===== src/rtl/ame_sobel_grad.sv =====
// Sobel/Scharr gradient engine for the AME front end: consumes one (BLK_SIZE+2)-pixel
// column per accepted cycle and emits a saturated BLK_SIZE x BLK_SIZE signed gradient block.
module ame_sobel_grad #(
    parameter int BLK_SIZE       = 4,
    parameter int LINE_DATA_BITS = 7,
    parameter int COMP_DATA_BITS = 12
) (
    input  logic                                          clk_i,
    input  logic                                          rst_n_i,
    input  logic                                          comp_init_i,
    input  logic                                          kern_sel_i,
    input  logic                                          line_vld_i,
    input  logic [(BLK_SIZE+2)*LINE_DATA_BITS-1:0]        line_data_i,
    output logic                                          comp_busy_o,
    output logic                                          comp_done_o,
    output logic [BLK_SIZE*BLK_SIZE*COMP_DATA_BITS-1:0]   comp_data_o
);

    localparam int NCOL  = BLK_SIZE + 2;
    localparam int CNT_W = $clog2(NCOL);
    localparam int ACC_W = LINE_DATA_BITS + 5;
    localparam int SAT_W = ((ACC_W > COMP_DATA_BITS) ? ACC_W : COMP_DATA_BITS) + 1;
    localparam logic signed [SAT_W-1:0] SAT_MAX = SAT_W'((64'sd1 <<< (COMP_DATA_BITS - 1)) - 64'sd1);
    localparam logic signed [SAT_W-1:0] SAT_MIN = ~SAT_MAX;

    typedef enum logic [1:0] {
        ST_IDLE = 2'd0,
        ST_RUN  = 2'd1,
        ST_DONE = 2'd2
    } state_e;

    state_e                    state_q;
    logic [CNT_W-1:0]          col_q;
    logic                      kern_q;
    logic signed [ACC_W-1:0]   acc_q [BLK_SIZE][BLK_SIZE];
    logic signed [ACC_W-1:0]   acc_d [BLK_SIZE][BLK_SIZE];
    logic [ACC_W-1:0]          colsum_s [BLK_SIZE];
    logic [ACC_W-1:0]          w0_s;
    logic [ACC_W-1:0]          w1_s;
    logic                      accept_s;
    logic                      last_s;

    function automatic logic [COMP_DATA_BITS-1:0] sat_f(input logic signed [ACC_W-1:0] v);
        logic signed [SAT_W-1:0] ve;
        ve = {{(SAT_W-ACC_W){v[ACC_W-1]}}, v};
        if (ve > SAT_MAX) begin
            return SAT_MAX[COMP_DATA_BITS-1:0];
        end else if (ve < SAT_MIN) begin
            return SAT_MIN[COMP_DATA_BITS-1:0];
        end else begin
            return ve[COMP_DATA_BITS-1:0];
        end
    endfunction

    assign w0_s     = kern_q ? ACC_W'(4'd3)  : ACC_W'(4'd1);
    assign w1_s     = kern_q ? ACC_W'(4'd10) : ACC_W'(4'd2);
    assign accept_s = (state_q == ST_RUN) && line_vld_i;
    assign last_s   = (col_q == CNT_W'(NCOL - 1));

    // Vertical 3-tap smoothing of the incoming column, one sum per output row.
    always_comb begin
        for (int r = 0; r < BLK_SIZE; r++) begin
            colsum_s[r] = w0_s * ACC_W'(line_data_i[r*LINE_DATA_BITS +: LINE_DATA_BITS])
                        + w1_s * ACC_W'(line_data_i[(r+1)*LINE_DATA_BITS +: LINE_DATA_BITS])
                        + w0_s * ACC_W'(line_data_i[(r+2)*LINE_DATA_BITS +: LINE_DATA_BITS]);
        end
    end

    // Horizontal difference: column c opens output c with -s and closes output c-2 with +s.
    always_comb begin
        for (int r = 0; r < BLK_SIZE; r++) begin
            for (int j = 0; j < BLK_SIZE; j++) begin
                acc_d[r][j] = acc_q[r][j];
                if (accept_s && (int'(col_q) == j)) begin
                    acc_d[r][j] = -$signed(colsum_s[r]);
                end else if (accept_s && (int'(col_q) == j + 2)) begin
                    acc_d[r][j] = acc_q[r][j] + $signed(colsum_s[r]);
                end else begin
                    acc_d[r][j] = acc_q[r][j];
                end
            end
        end
    end

    // Control FSM, column counter, accumulators and registered outputs.
    always_ff @(posedge clk_i) begin
        if (!rst_n_i) begin
            state_q     <= ST_IDLE;
            col_q       <= '0;
            kern_q      <= 1'b0;
            comp_busy_o <= 1'b0;
            comp_done_o <= 1'b0;
            comp_data_o <= '0;
            for (int r = 0; r < BLK_SIZE; r++) begin
                for (int j = 0; j < BLK_SIZE; j++) begin
                    acc_q[r][j] <= '0;
                end
            end
        end else begin
            acc_q <= acc_d;
            case (state_q)
                ST_IDLE, ST_DONE: begin
                    comp_done_o <= 1'b0;
                    if (comp_init_i) begin
                        state_q     <= ST_RUN;
                        comp_busy_o <= 1'b1;
                        col_q       <= '0;
                        kern_q      <= kern_sel_i;
                    end else begin
                        state_q     <= ST_IDLE;
                        comp_busy_o <= 1'b0;
                    end
                end
                ST_RUN: begin
                    if (accept_s && last_s) begin
                        state_q     <= ST_DONE;
                        comp_busy_o <= 1'b0;
                        comp_done_o <= 1'b1;
                        for (int r = 0; r < BLK_SIZE; r++) begin
                            for (int j = 0; j < BLK_SIZE; j++) begin
                                comp_data_o[(r*BLK_SIZE+j)*COMP_DATA_BITS +: COMP_DATA_BITS] <= sat_f(acc_d[r][j]);
                            end
                        end
                    end else if (accept_s) begin
                        col_q <= col_q + CNT_W'(1'b1);
                    end else begin
                        state_q <= ST_RUN;
                    end
                end
                default: begin
                    state_q     <= ST_IDLE;
                    comp_busy_o <= 1'b0;
                    comp_done_o <= 1'b0;
                end
            endcase
        end
    end

endmodule


===== config.mk =====
export PLATFORM = sky130hd
export DESIGN_NAME = ame_sobel_grad
export DESIGN_NICKNAME = d
export VERILOG_FILES = /design/src/rtl/ame_sobel_grad.sv
export SDC_FILE = /design/constraint.sdc
export NUM_CORES = 1
export LEC_CHECK = 0
export ABC_AREA = 0
export BUFFER_PORTS_ARGS = -buffer_cell sky130_fd_sc_hd__buf_2
export CAP_MARGIN = 20
export CORE_ASPECT_RATIO = 1.75
export CORE_UTILIZATION = 45
export CTS_CLUSTER_DIAMETER = 200
export DETAILED_ROUTE_END_ITERATION = 8
export GPL_TIMING_DRIVEN = 0
export PLACE_DENSITY = 0.7
export SYNTH_ARGS = -nofsm -noshare
export SYNTH_HDL_FRONTEND = slang
export SYNTH_SLANG_ARGS = --single-unit

===== constraint.sdc =====
create_clock -name clk_i -period 9 [get_ports clk_i]
set_clock_uncertainty 0.15 [all_clocks]
set_input_delay 0.9 -clock clk_i [delete_from_list [all_inputs] [get_ports clk_i]]
set_output_delay 0.9 -clock clk_i [all_outputs]
set_load 0.005 [all_outputs]

==> After elaboration in Yosys (flattened, before gate mapping) <==
Index checks and enable logic that the tools add are counted.
{ "totals": {"inputBits": 47, "reg_bits": 392, "out_inout_bits": 194} }
{ "classes": {"n_eq_ne": 13, "reduce_logical": 16, "addsub": 29, "multipliers": 10, "muxes": 77, "n_lt_le_gt_ge": 32} }
{ "ops": {"columns": ["op", "n"], "rows": [
  ["$mux W12", 64],
  ["$add A12 B12 Y12", 18],
  ["$gt A12 B12 Y1 const B", 16],
  ["$lt A12 B12 Y1 const B", 16],
  ["$mul A2 B7 Y9", 6],
  ["$add A9 B11 Y12", 4],
  ["$neg A12 Y12", 4],
  ["$mul A4 B7 Y11", 4],
  ["$add A12 B9 Y12", 2],
  ["$eq A3 B3 Y1 const B", 5],
  ["$mux W3", 3],
  ["$logic_and A1 B1 Y1", 8],
  ["$mux W2", 3],
  ["$ne A2 B2 Y1 const B", 3],
  ["$pmux W3 S2", 1],
  ["$reduce_and A2 Y1", 3],
  ["$mux W4", 1],
  ["$pmux W2 S2", 1],
  ["$reduce_and A4 Y1", 1],
  ["$add A3 B1 Y3 const B", 1],
  ["$eq A3 B2 Y1 const B", 1],
  ["$logic_not A3 Y1", 1],
  ["$mux W1", 3],
  ["$ne A3 B2 Y1 const B", 1],
  ["7 further kinds", 7]
]} }

==> Logic depth before layout (Yosys ltp) <==
{ "depth": {"depth_word": 10, "mapped_depth": 29, "ltp_nobuf": 27} }

==> Worst setup path after synthesis <==
No wires, ideal clock.
{ "synth_timing": {"path_kind": "input to register", "start": "in line_data_i[10]", "end": "reg acc_q[143] in the netlist's numbering", "t_arrival_ns": 6.236, "stages": 23, "setup_slack_ns": 2.524, "setup_time_ns": 0.091, "cell_sequence": "and2_1 ha_1 inv_1 fa_1 inv_1 fa_1 inv_1 fa_1 inv_1 ha_1 o21ai_0 o21ai_0 a211oi_1 nor3b_1 nor2_1 ha_1 and3_1 and3_1 a2111oi_0 a21oi_1 xnor2_1 or3_1 a311oi_1"} }
{ "synth_via": {"elab_chain_cells": 6} }
{ "synth_lines": {"columns": ["element", "line", "text"], "rows": [
  ["from (decl)", "13", "input logic [(BLK_SIZE+2)*LINE_DATA_BITS-1:0] line_data_i,"],
  ["$mul A2 B7 Y9 *", "63", "colsum_s[r] = w0_s * ACC_W'(line_data_i[r*LINE_DATA_BITS +: LINE_DATA_BITS])"],
  ["$add A9 B11 Y12 *", "64", "+ w1_s * ACC_W'(line_data_i[(r+1)*LINE_DATA_BITS +: LINE_DATA_BITS])"],
  ["$add A12 B12 Y12 *", "65", "+ w0_s * ACC_W'(line_data_i[(r+2)*LINE_DATA_BITS +: LINE_DATA_BITS]);"],
  ["$add A12 B12 Y12", "77", "acc_d[r][j] = acc_q[r][j] + $signed(colsum_s[r]);"],
  ["$mux W12", "76", "end else if (accept_s && (int'(col_q) == j + 2)) begin"],
  ["$mux W12 *", "74", "if (accept_s && (int'(col_q) == j)) begin"],
  ["to (signal, indexed assignment)", "96", "acc_q[r][j] <= '0;"],
  ["to (signal assigned)", "100", "acc_q <= acc_d;"],
  ["to (decl)", "35", "logic signed [ACC_W-1:0] acc_q [BLK_SIZE][BLK_SIZE];"]
]} }
Every way passes the cells marked *; elsewhere a longest branch is shown, timed or not.
A chain may end at the register's enable or synchronous reset.

==> Worst setup path after layout <==
{ "layout_timing": {"start": "reg kern_q", "end": "reg comp_data_o[57]"} }
{ "layout_via": {"elab_chain_cells": 10} }
{ "layout_lines": {"columns": ["element", "line", "text"], "rows": [
  ["from (decl)", "34", "logic kern_q;"],
  ["from (signal assigned)", "108", "kern_q <= kern_sel_i;"],
  ["$mux W2 / $mux W4 (equally long branches)", "55, 56", null],
  ["$mul A2 B7 Y9 / $mul A4 B7 Y11 (equally long branches)", "63, 64", null],
  ["$add A9 B11 Y12", "64", null],
  ["$add A12 B12 Y12 *", "65", null],
  ["$add A12 B12 Y12", "77", null],
  ["$mux W12", "76", null],
  ["$mux W12 *", "74", null],
  ["$lt A12 B12 Y1", "48", "end else if (ve < SAT_MIN) begin"],
  ["$mux W12", "48", null],
  ["$mux W12 *", "46", "if (ve > SAT_MAX) begin"],
  ["to (signal, indexed assignment)", "121", "comp_data_o[(r*BLK_SIZE+j)*COMP_DATA_BITS +: COMP_DATA_BITS] <= sat_f(acc_d[r][j]);"],
  ["to (decl)", "16", "output logic [BLK_SIZE*BLK_SIZE*COMP_DATA_BITS-1:0] comp_data_o"]
]} }
Marked as above.

==> impl_metrics.yaml <==
place:
  dpl.hpwl_um: 111000
  io_buffers: 239
  numPlacedInstances: 4778
  place.gp.congestion: 1.08
timing:
  rsz0062_at_grt: "no"
  finalMaxSlewViolations: 0
  post-route-period-util: 0.971
  tns_ns: 0
  tightest_slew_ns: 1.40
  slew_headroom: 0.0684
  fmax_mhz: 114
  final_hold_viol_count: 0
  period_needed_ns: 8.74
  setup_viol: 0
synth:
  synth_edf_count: 0
  netlist_instances: 3693
  synthArstFlopShare: 0
  synth_ff_type: "dfxtp_1"
  synth_nets: 4139
  synth_area_leaders: "dfxtp_1, ha_1, fa_1"
  ys_ff_latch: 392
  synth_top_area_cell: "dfxtp_1"
  synth_top_area_share: 0.268
  avgSynthCellArea_um2: 7.92
  yosysSeqAreaShare: 0.268
  ys.warnings.count: 0
  synthDistinctLibCells: 79
  synth.cell_area_um2: 29300
routing:
  routed_wl_um: 149000
  detail-route-antenna-nets: 0
  vias: 31200
  drt-pass1-iter-count: 6
  drt-initial-drc-count: 3441
  wl_per_cell_um: 30.6
  vias_per_cell: 6.40
  drc_errors: 0
cts:
  hold_buffers: 0
  cts.sinks: 392
  post-cts-setup-buffer-count: 0
  cts_resized: 0
  clkSlewWorstSetupHoldPaths_ns: 0.07
  cts.path.max_buffers: 3
  cts_tree: "done"
  clkLatencyLatePin_ns: 0.59
  numCtsBuffers: 39
  clockRootBuffer: "clkbuf_16"
  htree_levels: 2
grt:
  antenna_found_initial: 8
  grt_pass1_vias: 29400
  grt_pass1_wl_um: 207000
  grt_max_degree: 16
  grt_overflow: 0
  grt_use_total: 0.445
cells_and_area:
  layout.nets: 4475
  final_util: 0.523
  layout-drive-gt1-share: 0.101
  fin_cells: 4880
  syn2layout_area_growth_pct: 15.1
  final_cell_mix: "nand2_1, dfxtp_1, nor2_1"
  final_common_cell: "nand2_1"
floorplanning:
  core_um2: 64300
  row_count: 123
  die_h_um: 339
  die_width_um: 195
  num_io_pins: 241
  dieArea_um2: 66100
  start_util: 0.455
outcome:
  outcome: "completed"
critical_path:
  cp_num_buf_inv: 4
  cp_common_cell: "ha_1"
  reg2reg_from: "kern_q"
  crit_cells: 25
  crit_end: "comp_data_o[57]"
  r2r_slack_ns: 0.26
  critical-path-slowest-cell: "a2111oi_0"
  reg2reg_depth: 25
  crit_type: "reg -> reg"
  cp_top_family: "compound AO/OA/AOI/OAI gates"
  worstPathRequired_ns: 9.25
  crit_start: "kern_q"
  end_kind: "flip-flop"
  timing.rr.end: "comp_data_o[57]"
  cp.arrival_ns: 9.00
  cp_max_fo: 10
  start_kind: "flip-flop"
  max_stage_delay_ns: 0.84
power:
  powerDensity_nw_per_um2: 241
  p_leak_nw: 14.9
  vdd.ir_drop.worst_mv: 0.136
hold_path:
  hold_class: "reg -> reg"
job:
  max_cap_violations: 0
==> kinds of logic after synthesis <==
| family | synth area share |
|---|---|
| and+or+nand+nor | 0.195 |
| AOI/OAI and AO/OA | 0.225 |
| buffers and inverters | 0.0550 |
| adders and majority gates | 0.193 |
| DFF | 0.268 |
| xor gates and xnor gates | 0.0581 |
| muxes | 0.00612 |
==> worst reg2reg max path: stages, from the launching register on <==
cell	delay (ns)
dfxtp_1	0.51
clkbuf_1	0.56
clkbuf_1	0.52
and2_1	0.25
ha_1	0.25
ha_1	0.25
nor2_1	0.05
o21ai_0	0.15
a31oi_1	0.14
xor2_1	0.61
fa_1	0.54
inv_1	0.07
ha_1	0.26
o21a_1	0.12
o31a_1	0.12
o21a_1	0.17
o21ai_0	0.65
inv_1	0.42
ha_1	0.45
and3_1	0.19
and3_1	0.18
a2111oi_0	0.84
xor2_1	0.21
nor2_1	0.05
a211oi_1	0.67
a21oi_1	0.16
==> flip-flops by register name (all words and copies together) (netlist names) <==
| register | flops |
|---|---|
| acc_q | 192 |
| col_q | 3 |
| comp_busy_o | 1 |
| comp_data_o | 192 |
| comp_done_o | 1 |
| kern_q | 1 |
| state_q | 2 |
==> synthesized netlist by cell type, drive strengths merged (95+ instances only) <==
cell	number
ha	311
inv	237
o21ai	267
xnor2	99
dfxtp	392
clkbuf	161
nand2	427
a21oi	296
nor3	102
xor2	95
a211oi	126
nor2	334
==> metal layers <==
metal	vias up	GRT usage	routed length (um)
li1	13600	-	-
met1	14700	0.487	50200
met2	2154	0.681	64000
met3	768	0.118	16600
met4	8	0.454	18500
met5	-	0.00799	91
==> worst min-delay path by stage <==
stage                     depth (start not counted)              from  slack (ns)                to
after detailed placement                          2   comp_data_o[85]        0.29   comp_data_o[85]
after CTS                                         2  comp_data_o[173]        0.31  comp_data_o[173]
after global routing                              2  comp_data_o[174]        0.32  comp_data_o[174]
after global placement                            2   comp_data_o[74]        0.29   comp_data_o[74]
after floorplan                                   2        acc_q[143]        0.29   comp_data_o[59]
final                                             2   comp_data_o[53]        0.30   comp_data_o[53]
==> cell type report <==
| class | instances | area (um^2) |
|---|---|---|
| buffer | 190 | 721 |
| sequential | 392 | 7850 |
| inverter | 237 | 890 |
| tap | 812 | 1020 |
| clock inverter | 19 | 224 |
| antenna | 10 | 25.0 |
| timing repair buffer | 295 | 2000 |
| fill | 6341 | 30700 |
| clock buffer | 51 | 1120 |
| multi-input combinational | 2874 | 19800 |
==> stage by stage <==
stage / setup slack, ns / hold WS (ns) / cell area, um^2 / total power [mW]
CTS: 0.388 / 0.306 / 33300 / 7.87
detailed placement: 0.445 / 0.295 / 32000 / 6.06
global route: 0.00351 / 0.320 / 33600 / 8.42
finish: 0.258 / 0.303 / 33700 / 8.11
global placement: 0.473 / 0.291 / 31500 / 5.98
floorplan: 2.52 / 0.287 / 29300 / 4.76
==> report_power, final <==
| part | leakage, nW | internal (mW) | switching, mW | total [mW] |
|---|---|---|---|---|
| Combinational | 11.1 | 1.51 | 2.99 | 4.51 |
| Clock | 0.655 | 1.00 | 0.824 | 1.83 |
| Sequential | 3.16 | 1.76 | 0.0165 | 1.77 |
(Power assumes the default switching activity.)
